File: config.mk
export PLATFORM = sky130hd
export DESIGN_NAME = seq_pattern_detector_flat
export DESIGN_NICKNAME = d
export VERILOG_FILES = /design/src/rtl/seq_pattern_detector_if.sv /design/src/rtl/seq_pattern_detector.sv /design/src/flat_wrapper.sv
export SDC_FILE = /design/constraint.sdc
export NUM_CORES = 1
export LEC_CHECK = 0
export ABC_AREA = 1
export CAP_MARGIN = 20
export CORE_ASPECT_RATIO = 0.5
export CORE_MARGIN = 1.5
export CORE_UTILIZATION = 55
export CTS_CLUSTER_DIAMETER = 150
export DETAILED_ROUTE_END_ITERATION = 8
export PLACE_DENSITY_LB_ADDON = 0.25
export SYNTH_ARGS = -nofsm -noshare
export SYNTH_HDL_FRONTEND = slang
export SYNTH_SLANG_ARGS = --single-unit
File: constraint.sdc
create_clock -name clk -period 2.54 [get_ports clk]
set_clock_uncertainty 0.1 [all_clocks]
set_input_delay 0.508 -clock clk [delete_from_list [all_inputs] [get_ports clk]]
set_output_delay 0.508 -clock clk [all_outputs]
set_load 0.05 [all_outputs]
File: src/rtl/seq_pattern_detector_if.sv
// rtl/seq_pattern_detector_if.sv - stimulus and indicator signals of the serial pattern detector
interface seq_pattern_detector_if #(
   parameter int PAT_W = 5,
   parameter int CNT_W = 8
);
   logic             data;
   logic             trig;
   logic             clear;
   logic             pat_load;
   logic [PAT_W-1:0] pat_in;
   logic [PAT_W-1:0] pat_mask;
   logic             overlap;
   logic [PAT_W-1:0] led;
   logic             on_led;
   logic [CNT_W-1:0] match_cnt;

   modport master (
      output data, trig, clear, pat_load, pat_in, pat_mask, overlap,
      input  led, on_led, match_cnt
   );

   modport slave (
      input  data, trig, clear, pat_load, pat_in, pat_mask, overlap,
      output led, on_led, match_cnt
   );
endinterface

File: src/rtl/seq_pattern_detector.sv
// rtl/seq_pattern_detector.sv - serial pattern detector with maskable loadable pattern, stretched match LED and saturating counter
module seq_pattern_detector #(
   parameter int               PAT_W    = 5,
   parameter logic [PAT_W-1:0] PAT_RST  = 5'b10110,
   parameter int               HOLD_CYC = 4,
   parameter int               CNT_W    = 8
) (
   input  logic                 clk,
   input  logic                 reset,
   seq_pattern_detector_if.slave bus
);
   localparam int FILL_W = $clog2(PAT_W + 1);
   localparam int HOLD_W = $clog2(HOLD_CYC + 1);

   localparam logic [0:0] ST_FILL  = 1'b0;
   localparam logic [0:0] ST_ARMED = 1'b1;

   logic              trig_q;
   logic [PAT_W-1:0]  hist_q,  hist_d;
   logic [PAT_W-1:0]  pat_q,   pat_d;
   logic [PAT_W-1:0]  mask_q,  mask_d;
   logic [0:0]        state_q, state_d;
   logic [FILL_W-1:0] fill_q,  fill_d;
   logic [HOLD_W-1:0] hold_q,  hold_d;
   logic [CNT_W-1:0]  cnt_q,   cnt_d;

   logic             accept;
   logic [PAT_W-1:0] hist_shift;
   logic             last_fill;
   logic             compare;
   logic             hit;

   assign accept     = bus.trig & ~trig_q;
   assign hist_shift = {hist_q[PAT_W-2:0], bus.data};
   assign last_fill  = (fill_q == FILL_W'(PAT_W - 1));
   // The accept that completes the first full history is already compared.
   assign compare    = accept & ((state_q == ST_ARMED) | last_fill);
   assign hit        = compare & (((hist_shift ^ pat_q) & mask_q) == '0);

   always_comb begin
      hist_d  = hist_q;
      pat_d   = pat_q;
      mask_d  = mask_q;
      state_d = state_q;
      fill_d  = fill_q;
      hold_d  = hold_q;
      cnt_d   = cnt_q;

      if (bus.clear) begin
         hist_d  = '0;
         state_d = ST_FILL;
         fill_d  = '0;
         hold_d  = '0;
         cnt_d   = '0;
      end else begin
         if (accept) begin
            hist_d = hist_shift;
            if (state_q == ST_FILL) begin
               fill_d = fill_q + FILL_W'(1);
               if (last_fill) begin
                  state_d = ST_ARMED;
               end
            end
         end
         if (hit) begin
            hold_d = HOLD_W'(HOLD_CYC);
            if (cnt_q != '1) begin
               cnt_d = cnt_q + CNT_W'(1);
            end
            // Non-overlapping mode restarts the fill; led keeps the matching history.
            if (!bus.overlap) begin
               state_d = ST_FILL;
               fill_d  = '0;
            end
         end else if (hold_q != '0) begin
            hold_d = hold_q - HOLD_W'(1);
         end
      end

      if (bus.pat_load) begin
         pat_d  = bus.pat_in;
         mask_d = bus.pat_mask;
      end
   end

   always_ff @(posedge clk) begin
      if (reset) begin
         trig_q  <= 1'b1;
         hist_q  <= '0;
         pat_q   <= PAT_RST;
         mask_q  <= '1;
         state_q <= ST_FILL;
         fill_q  <= '0;
         hold_q  <= '0;
         cnt_q   <= '0;
      end else begin
         trig_q  <= bus.trig;
         hist_q  <= hist_d;
         pat_q   <= pat_d;
         mask_q  <= mask_d;
         state_q <= state_d;
         fill_q  <= fill_d;
         hold_q  <= hold_d;
         cnt_q   <= cnt_d;
      end
   end

   assign bus.led       = hist_q;
   assign bus.on_led    = (hold_q != '0);
   assign bus.match_cnt = cnt_q;
endmodule
File: src/flat_wrapper.sv
// flat-port wrapper written by rule: the top's interface ports become plain ports
module seq_pattern_detector_flat 
#(
   parameter int               PAT_W    = 5,
   parameter logic [PAT_W-1:0] PAT_RST  = 5'b10110,
   parameter int               HOLD_CYC = 4,
   parameter int               CNT_W    = 8
)
  (clk, reset, bus_data, bus_trig, bus_clear, bus_pat_load, bus_pat_in, bus_pat_mask, bus_overlap, bus_led, bus_on_led, bus_match_cnt);
  seq_pattern_detector_if #(.PAT_W(PAT_W), .CNT_W(CNT_W)) bus_i ();
  input  logic clk;
  input  logic reset;
  input wire logic [$bits(bus_i.data)-1:0] bus_data;
  input wire logic [$bits(bus_i.trig)-1:0] bus_trig;
  input wire logic [$bits(bus_i.clear)-1:0] bus_clear;
  input wire logic [$bits(bus_i.pat_load)-1:0] bus_pat_load;
  input wire logic [$bits(bus_i.pat_in)-1:0] bus_pat_in;
  input wire logic [$bits(bus_i.pat_mask)-1:0] bus_pat_mask;
  input wire logic [$bits(bus_i.overlap)-1:0] bus_overlap;
  output wire logic [$bits(bus_i.led)-1:0] bus_led;
  output wire logic [$bits(bus_i.on_led)-1:0] bus_on_led;
  output wire logic [$bits(bus_i.match_cnt)-1:0] bus_match_cnt;
  assign bus_i.data = bus_data;
  assign bus_i.trig = bus_trig;
  assign bus_i.clear = bus_clear;
  assign bus_i.pat_load = bus_pat_load;
  assign bus_i.pat_in = bus_pat_in;
  assign bus_i.pat_mask = bus_pat_mask;
  assign bus_i.overlap = bus_overlap;
  assign bus_led = bus_i.led;
  assign bus_on_led = bus_i.on_led;
  assign bus_match_cnt = bus_i.match_cnt;
  seq_pattern_detector #(.PAT_W(PAT_W), .PAT_RST(PAT_RST), .HOLD_CYC(HOLD_CYC), .CNT_W(CNT_W)) u_core (.clk(clk), .reset(reset), .bus(bus_i));
endmodule
==> impl_metrics.ini, run 1 <==
[global_routing]
gr-total-overflow = 0
grt_pass1_wl_um = 5340
grt_pass1_vias = 1280
grt_max_degree = 14
grt_usage_pct = 23.10
grt_antenna_before_repair = 0

[synthesis]
ys_types = 26
synth-compound-area-share_pct = 9.427
syn_inst = 216
synth_fa_ha_area_share_pct = 4.713
yosysWarnings = 0
synth_simple_gate_area_share_pct = 37.16
synth_area_mm2 = 0.001593
ys_seq_area_share_pct = 38.96
synth-xor-area-share_pct = 1.650
syn_area_per_cell_um2 = 7.374
ys_seq_elements = 31
synth_top_family_by_area = simple AND/OR/NAND/NOR gates
synth_nets = 239
synthMuxAreaShare_pct = 0

[finish]
layout.nets = 275
syn2layout_area_growth_pct = 27.02
insertedDiodeCount = 0
final_cell_mix = nand2_1, dfxtp_1, clkdlybuf4s50_1, inv_1, nor2_1
final_common_cell = nand2_1
layout-drive-gt1-share_pct = 14.29

[setup_path]
worstSetupPathType = reg2out
crit_required_ns = 1.93
worst-path-buf-inv = 1
worstPathCellList = clkdlybuf4s50_1
slowest_delay_ns = 0.85
start_kind = flop
cp_max_fo = 6
timing.rr.start = u_core.bus.match_cnt[1]$_SDFFE_PP0P_
cp_slowest_cell = clkdlybuf4s50_1
end_kind = primary output
worstPathArrival_ns = 1.58
cp_top_family = buffers and inverters
cp-startpoint = u_core.bus.match_cnt[6]$_SDFFE_PP0P_

[hold_path]
hold_start = u_core.hold_q[0]$_SDFFE_PP0P_
min_path_type = reg2reg

[timing]
setup-tns-final_ns = 0
setup_violations = 0
worstMarginPinSlew_ns = 0.4970
min_period_over_period_pct = 85.97
fmax_mhz = 458.0
min_period_ns = 2.184
rsz0062_at_grt = false
slew_viol_final = 0
hold_viol = 0
slew_headroom_pct = 66.76

[detailed_routing]
via_per_inst = 5.003
wirelength_um = 3305
postRouteAntennaNets = 0
firstDrtPassIters = 4
drtIter0Drc = 108
avgRoutedWirePerCell_um = 11.44
vias = 1446
drc = 0

[run_status]
outcome = finished clean

[power_and_ir_drop]
fin_total_pwr_uw = 1044
power_density_mw_per_mm2 = 516.0
p_leak_uw = 0.0009144
vdd_drop_max_uv = 310.9

[die]
fp.dieArea_mm2 = 0.003247
io_pins = 31
core-area_mm2 = 0.002668
start_util_pct = 59.71
rows = 13
fp.dieH_um = 41.05
fp.dieW_um = 79.11

[cts]
cts_root_buf = clkbuf_8
cts-htree-levels = 2
ctsResizeCount = 0
clock-sinks = 31
numCtsBuffers = 5
clk_latency_ns = 0.28
tritoncts = yes
postCtsSetupBuffers = 0
clk_pin_slew_ns = 0.06
clockBufferDepth = 2
postCtsHoldBufs = 0

[placed_design]
dp_hpwl_um = 2505
io_buffers = 30
place.gp.congestion = 0.8818

[job]
cap_violations = 0
-- sequential cells by signal, summed over array words and instances (netlist names) --
signal	flops
u_core.state_q	1
u_core.mask_q	5
u_core.fill_q	3
u_core.bus.match_cnt	8
u_core.pat_q	5
u_core.bus.led	5
u_core.hold_q	3
u_core.trig_q	1
-- layer usage --
metal	wire length (um)	GRT usage [%]
met5	0	0
met4	52	13.60
met2	1578	42.74
met3	206	8.222
met1	1467	24.51
-- layout make-up --
| cell class | count | area (um^2) |
|---|---|---|
| clock inverters | 1 | 5.005 |
| multi-input cells | 152 | 843.3 |
| clock buffers | 6 | 82.58 |
| well taps | 37 | 46.29 |
| fillers | 212 | 644.4 |
| flip-flops and latches | 31 | 620.6 |
| inverters | 30 | 112.6 |
| repair buffers | 32 | 312.8 |
-- path summary, 6_finish.rpt --
check                                    endpoint  slack, ns  cells after the start
max                              bus_match_cnt[6]       0.36                      1
min                 u_core.hold_q[0]$_SDFFE_PP0P_       0.35                      2
max reg2reg  u_core.bus.match_cnt[5]$_SDFFE_PP0P_       1.03                     10
min reg2reg         u_core.hold_q[0]$_SDFFE_PP0P_       0.35                      2
-- logic make-up after synthesis --
| group | after synthesis |
|---|---|
| flops | 31 |
| compound gates | 27 |
| fa+ha+maj | 6 |
| simple gates | 116 |
| buf+inv | 33 |
| xor+xnor | 3 |
-- where the power goes --
| group | switching (uW) | internal, uW | total [uW] |
|---|---|---|---|
| registers | 10.8 | 504 | 515 |
| clock network | 175 | 212 | 387 |
| logic | 83.1 | 58.9 | 142 |
-- per-stage QoR --
| step | instances | instance area (um^2) | setup WS [ns] | util [%] | hold WS (ns) |
|---|---|---|---|---|---|
| after floorplan | 216 | 1593 | 0.7552 | - | 0.3292 |
| after global placement | 282 | 1936 | 0.5889 | 72.56 | 0.3407 |
| after detailed placement | 282 | 1936 | 0.5598 | 72.56 | 0.3442 |
| after CTS | 289 | 2023 | 0.3542 | 75.84 | 0.3532 |
| after global routing | 289 | 2023 | 0.2962 | 75.84 | 0.3690 |
| final | 289 | 2023 | 0.3564 | 75.84 | 0.3534 |
-- cells in the mapped netlist (all sizes together) --
| master | count | area (um^2) |
|---|---|---|
| inv | 30 | 112.6 |
| ha | 6 | 75.07 |
| clkbuf | 1 | 3.750 |
| nand3 | 16 | 102.6 |
| dfxtp | 31 | 620.6 |
| o21ai | 14 | 81.33 |
| nand4 | 4 | 25.02 |
| nor3 | 3 | 20.02 |
| xor2 | 3 | 26.28 |
| a21oi | 13 | 68.82 |
| nor2 | 34 | 190.2 |
| nand2 | 59 | 254.0 |
| buf | 2 | 12.51 |
(Power assumes the default switching activity.)
==> run 2, diff against run 1 <==
--- a/config.mk
+++ b/config.mk
@@ -13,6 +13,7 @@
 export CTS_CLUSTER_DIAMETER = 150
 export DETAILED_ROUTE_END_ITERATION = 8
 export PLACE_DENSITY_LB_ADDON = 0.25
+export SLEW_MARGIN = 20
 export SYNTH_ARGS = -nofsm -noshare
 export SYNTH_HDL_FRONTEND = slang
 export SYNTH_SLANG_ARGS = --single-unit
==> results of run 2 <==
Same layout as run 1: the final DEF is identical, and so are final timing and power.
==> run 3, diff against run 2 <==
--- a/config.mk
+++ b/config.mk
@@ -6,13 +6,14 @@
 export NUM_CORES = 1
 export LEC_CHECK = 0
 export ABC_AREA = 1
-export CAP_MARGIN = 20
+export CAP_MARGIN = 15
 export CORE_ASPECT_RATIO = 0.5
 export CORE_MARGIN = 1.5
 export CORE_UTILIZATION = 55
 export CTS_CLUSTER_DIAMETER = 150
 export DETAILED_ROUTE_END_ITERATION = 8
 export PLACE_DENSITY_LB_ADDON = 0.25
+export REMOVE_ABC_BUFFERS = 1
 export SLEW_MARGIN = 20
 export SYNTH_ARGS = -nofsm -noshare
 export SYNTH_HDL_FRONTEND = slang
==> impl_metrics.ini, run 3 (synthesis results as in run 1) <==
[setup_path]
endpoint = bus_match_cnt[2]
timing.rr.start = u_core.bus.match_cnt[1]$_SDFFE_PP0P_
cp-startpoint = u_core.bus.match_cnt[2]$_SDFFE_PP0P_
worst-path-buf-inv = 1
r2r_end = u_core.bus.match_cnt[4]$_SDFFE_PP0P_
cp_top_family = buffers and inverters
critical_path_depth = 1
worstPathCellList = clkdlybuf4s50_1
worstPathArrival_ns = 1.62
slowest_delay_ns = 0.86
crit_required_ns = 1.93
start_kind = flop
end_kind = primary output
cp_slowest_cell = clkdlybuf4s50_1
cp_max_fo = 6
reg2reg_depth = 6
worstSetupPathType = reg2out
rrSetupSlack_ns = 0.97

[placed_design]
dp_hpwl_um = 2548
io_buffers = 30
place.gp.congestion = 0.9304

[finish]
final_common_cell = nand2_1
fill_cells = 218
syn2layout_area_growth_pct = 27.49
final_cell_mix = nand2_1, dfxtp_1, clkdlybuf4s50_1, inv_1, nor2_1
layout.nets = 276
insertedDiodeCount = 0
layout-drive-gt1-share_pct = 14.62
largest_reg_flops = 8
post-route-util_pct = 76.13

[cts]
clockBufferDepth = 2
clock-sinks = 31
numCtsBuffers = 5
tritoncts = yes
cts-htree-levels = 2
postCtsSetupBuffers = 0
clk_latency_ns = 0.28
cts_root_buf = clkbuf_8
ctsResizeCount = 0
clk_pin_slew_ns = 0.06
postCtsHoldBufs = 0

[global_routing]
grt_max_degree = 14
grt_pass1_wl_um = 5540
gr-total-overflow = 0
grt_pass1_vias = 1235
grt_antenna_before_repair = 0
grt_usage_pct = 23.97

[detailed_routing]
wirelength_um = 3385
met2WireLength_um = 1597
avgRoutedWirePerCell_um = 11.67
met1_length_um = 1510
postRouteAntennaNets = 0
via_per_inst = 4.952
vias = 1436
wl_met3_um = 220
drtIter0Drc = 54
firstDrtPassIters = 4
routed.top_layer = met4
drc = 0

[die]
rows = 13
start_util_pct = 59.71
fp.dieArea_mm2 = 0.003247
fp.dieW_um = 79.11
core-area_mm2 = 0.002668
fp.dieH_um = 41.05
io_pins = 31

[timing]
setup-tns-final_ns = 0
slew_viol_final = 0
min_period_over_period_pct = 87.54
setup_violations = 0
hold_slack_ns = 0.3533
rsz0062_at_grt = false
worstMarginPinSlew_ns = 0.5064
hold_viol = 0
slew_headroom_pct = 66.13
fmax_mhz = 449.7
min_period_ns = 2.224

[job]
cap_violations = 0

[power_and_ir_drop]
p_leak_uw = 0.0009195
power_density_mw_per_mm2 = 514.4
vdd_drop_max_uv = 312.0

[hold_path]
hold_start = u_core.hold_q[0]$_SDFFE_PP0P_
min_path_type = reg2reg

[run_status]
outcome = finished clean
## run 3: cell types whose count changed in the layout (fill, tap and decap cells not counted), sizes merged
cell,delta
buf,+1
## run 3: where the power goes
group / internal, uW / total (uW) / switching (uW)
logic: 60.0 / 143 / 83.0
clock network: 212 / 386 / 174
registers: 504 / 515 / 11.4
## run 3: final cells by class
| type | instances | area [um^2] | share of cell area [%] |
|---|---|---|---|
| clock buffers | 6 | 82.58 | 4.067 |
| clock inverters | 1 | 5.005 | 0.2465 |
| flip-flops and latches | 31 | 620.6 | 30.56 |
| repair buffers | 33 | 320.3 | 15.77 |
| multi-input cells | 152 | 843.3 | 41.53 |
| well taps | 37 | 46.29 | 2.280 |
| inverters | 30 | 112.6 | 5.545 |
## run 3: how the worst min path moves through the flow
stage                                         end  cells after the start
finish              u_core.hold_q[0]$_SDFFE_PP0P_                      2
global route        u_core.hold_q[0]$_SDFFE_PP0P_                      2
CTS                 u_core.hold_q[0]$_SDFFE_PP0P_                      2
detailed placement  u_core.hold_q[0]$_SDFFE_PP0P_                      2
global placement    u_core.hold_q[0]$_SDFFE_PP0P_                      2
floorplan           u_core.mask_q[0]$_SDFFE_PP1P_                      2
## run 3: layer usage
metal,track usage (%),vias to the layer above
met5,0,-
met4,9.211,0
met3,7.333,6
met2,43.59,52
met1,28.06,626
li1,-,752
## run 3: per-stage QoR
step	instance area [um^2]	setup WS [ns]	cells	power, uW
2_1_floorplan	1577	0.7546	213	612.0
3_3_place_gp	1943	0.5837	283	662.8
3_5_place_dp	1943	0.5477	283	668.0
4_1_cts	2031	0.3192	290	1052
5_1_grt	2031	0.2933	290	1089
6_report	2031	0.3164	290	1045
==> patch 1: new RTL, settings of run 2 <==
Register the output `bus.on_led`; this adds one clock of latency there.
--- a/src/rtl/seq_pattern_detector.sv
+++ b/src/rtl/seq_pattern_detector.sv
@@ -106,6 +106,8 @@
    end
 
    assign bus.led       = hist_q;
-   assign bus.on_led    = (hold_q != '0);
+   always_ff @(posedge clk) begin
+      bus.on_led <= (hold_q != '0);
+   end
    assign bus.match_cnt = cnt_q;
 endmodule
Check against the original RTL: no difference found for any inputs over 10 cycles, from zero or initial values and one cycle with reset high; that may be too few to reach the edited logic, so the function may still have changed.
==> patch 1 against run 2 <==
Area after synthesis rose by 1.3%; core utilization barely moved; die area rose by 1.2%; routed wire length fell by 3.1%; sequential cell count rose by 1; setup slack improved by 0.025 ns; synthesized cell count rose by 0.46%; power fell by 0.70%; final cell count rose by 0.35%; critical path depth did not move; cell area rose by 0.62%.
==> patch 1: results (changes against run 2) <==
setup ws final 0.3817 ns (+0.02532 ns); RR Endpoint u_core.fill_q[2]$_SDFF_PP0_; max FFs per register 8 (unchanged); routed len/inst 11.04 um (-3.4%); status completed; Die Wd 79.58 um (+0.60%); DP Area 0.001958 sq mm (+1.2%); worst vdd ir 0.3550 mV (+14%); clk tree area frac 3.811% (-0.52 points); critical path arrival 1.55 ns (-0.03 ns); slowest CP cell clkdlybuf4s50_1; Via density 4.883 (-2.4%); Worst-path clk slew 0.06 ns (about the same); first-pass GRT wire length 5361 um (+0.39%); ranking of synthesized cells by area dfxtp_1 (40%), nand2_1 (12%), inv_1 (6.3%); synth warn 0 (unchanged); syn_nets 240 (+0.42%); Hold Worst Slack 0.3607 ns (+0.007343 ns); register area 640.6 sq um (+3.2%); DR vias 1416 (-2.1%); vias in the first global route 1257 (-1.8%); M2 GR Usage 38.98% (-3.8 points); layout overhead on the synthesized area 26.22%; Setup crit start u_core.bus.match_cnt[2]$_SDFFE_PP0P_; post-place setup slack 0.5598 ns (+0.00005000 ns); worst setup path endpoint bus_match_cnt[2]; DP Cell Count 283 (+0.35%); Avg Cell Area, Syn 7.432 sq um (+0.79%); worst r2r src u_core.fill_q[0]$_SDFF_PP0_; Placer Congestion 0.8620 (-2.2%); Post-synth top cells nand2_1 (52), dfxtp_1 (32), inv_1 (27); met1 GRT Util 27.85% (+3.3 points); HPWL after detailed placement 2476 um (-1.2%); share of cells above drive strength 1 13.44% (-0.85 points); CP max stage delay approximately 0.84 ns; initial detailed-routing violation count 72 (-33%); buffering overhead 15.49% (+0.028 points); Seq cells post-synth 32 (+3.2%); CTS buffer count 5 (unchanged); Worst-Margin Slew 0.5174 ns (+0.02037 ns); Worst R2R Path Depth 9 (-1); fraction of area in multi-input gates 41.43% (-0.26 points); register area share after synthesis 39.72% (+0.76 points)
==> patch 1: kinds of logic (layout without fill, tap and decap cells) <==
family,Yosys count,after routing,share of synthesized area (%)
compound gates,27,27,9.310
flops,32,32,39.72
simple gates,116,116,36.70
fa+ha+maj,6,6,4.655
buf+inv,33,69,7.990
xor+xnor,3,3,1.629
==> patch 1: worst min-delay path, stage by stage, from the launching register on <==
cell     delay [ns]
dfxtp_1        0.31
nand2_1        0.05
a21oi_1        0.06
==> patch 1: power groups by stage <==
stage / clock [W] / sequential, W / combinational (W)
after floorplan: 0 / 0.000558 / 0.0000768
after global placement: 0 / 0.000544 / 0.000137
after detailed placement: 0 / 0.000545 / 0.000142
after CTS: 0.000371 / 0.000534 / 0.000142
after global routing: 0.000385 / 0.000535 / 0.000157
final: 0.000361 / 0.000534 / 0.000141
==> patch 1: routing by layer <==
metal  wire length (um)  share of wire, %
met1               1491                47
met2               1484                46
met3                170               5.3
met4                 56               1.7
met5                  0                 0
==> patch 2: new RTL, settings of run 2 <==
Made on the original files. `HOLD_CYC` is set to 4 in 2 places; all go to 8.
--- a/src/rtl/seq_pattern_detector.sv
+++ b/src/rtl/seq_pattern_detector.sv
@@ -2,7 +2,7 @@
 module seq_pattern_detector #(
    parameter int               PAT_W    = 5,
    parameter logic [PAT_W-1:0] PAT_RST  = 5'b10110,
-   parameter int               HOLD_CYC = 4,
+   parameter int               HOLD_CYC = 8,
    parameter int               CNT_W    = 8
 ) (
    input  logic                 clk,
--- a/src/flat_wrapper.sv
+++ b/src/flat_wrapper.sv
@@ -3,7 +3,7 @@
 #(
    parameter int               PAT_W    = 5,
    parameter logic [PAT_W-1:0] PAT_RST  = 5'b10110,
-   parameter int               HOLD_CYC = 4,
+   parameter int               HOLD_CYC = 8,
    parameter int               CNT_W    = 8
 )
   (clk, reset, bus_data, bus_trig, bus_clear, bus_pat_load, bus_pat_in, bus_pat_mask, bus_overlap, bus_led, bus_on_led, bus_match_cnt);
Formal check against the unedited RTL: no difference found for any inputs over 10 cycles, from zero or initial values and one cycle with reset high; that may be too few to reach the edited logic, so the function may still have changed.
==> patch 2 against run 2 <==
Area after synthesis is essentially flat; sequential cell count increased by 1; synthesized cell count up 2.3%; cell area up 0.56%; routed wire length down 1.5%; final cell count grew 1.7%; register-to-register slack worse by 0.04 ns; non-clock buffer count fell by 1; setup slack gained 0.0060 ns; via count increased by 2.1%; critical path depth is the same; critical path type unchanged.
Power is not compared: it rests on default switching activity, and its combinational part moved more than twofold at a synthesized area within 25%.
==> patch 2: results (changes against run 2) <==
fraction of area in multi-input gates 40.77% (-0.91 points); Avg Cell Area, Syn 7.201 sq um (-2.3%); final wirelength 3256 um (-1.5%); Post-synth top cells nand2_1 (55), dfxtp_1 (32), nor2_1 (28); worst reg-to-reg setup slack 0.99 ns (-0.04 ns); DP Area 0.001927 sq mm (-0.45%); worst setup path endpoint bus_match_cnt[2]; worst r2r src u_core.fill_q[0]$_SDFF_PP0_; hold_sp u_core.mask_q[4]$_SDFFE_PP1P_; Placer Congestion 0.8059 (-8.6%); invs w/o clock 28 (-6.7%); fillers 213 (+0.47%); wire length on met3 130 um (-37%); gr usage total 22.40% (-0.70 points); buffering overhead 15.01% (-0.45 points); initial detailed-routing violation count 57 (-47%); Multi-input gate area 829.5 sq um (-1.6%); Slew HR 66.54% (-0.22 points); vias in the first global route 1270 (-0.78%); Signal buffers 31 (-3.1%); Distinct cells, synth 23 (-12%); clk tree area frac 5.289% (+0.96 points); ranking of synthesized cells by area dfxtp_1 (40%), nand2_1 (13%), nor2_1 (6.6%); met1 GRT Util 25.10% (+0.59 points); RR Endpoint u_core.fill_q[1]$_SDFF_PP0_; Seq cells post-synth 32 (+3.2%); Multi-In Gates 158 (+3.9%); Hold Path Sink u_core.mask_q[4]$_SDFFE_PP1P_; register area share after synthesis 40.25% (+1.3 points); DP Cell Count 286 (+1.4%); register area 640.6 sq um (+3.2%); layout net count 278 (+1.1%); DR vias 1476 (+2.1%); share of cells above drive strength 1 11.28% (-3.0 points); status completed; Setup crit start u_core.bus.match_cnt[2]$_SDFFE_PP0P_; syn_nets 243 (+1.7%); HPWL after detailed placement 2354 um (-6.0%)
patch 2: cell count changes after synthesis, moves of 2 or more:
cell     change
nand2_1      +3
o21ai_1      -5
nor3_1       +3
o21ai_0      +6
nor2_1       +4
nand3_1      +2
inv_1        -3
nor2_2       -3
patch 2: cells by family (layout without fill, tap and decap cells):
logic type	count (synthesis)	in the layout	synth area share, %
adders and majority gates	5	5	3.931
buffers and inverters	31	67	7.625
AOI/OAI and AO/OA	28	28	9.041
DFF	32	32	40.25
and+or+nand+nor	122	122	37.50
xor gates and xnor gates	3	3	1.651
patch 2: where the power goes:
part / switching (W) / internal (W)
clock: 0.000192 / 0.000291
sequential: 0.0000305 / 0.000544
combinational: 0.000268 / 0.000146
patch 2: worst reg2reg max path: stages (launching register included):
cell	delay [ns]
dfxtp_1	0.33
inv_1	0.06
ha_1	0.14
nand2_1	0.05
nand2_1	0.11
nand2_4	0.08
nor2_8	0.21
nand2_4	0.09
o21ai_2	0.20
nor2_1	0.07
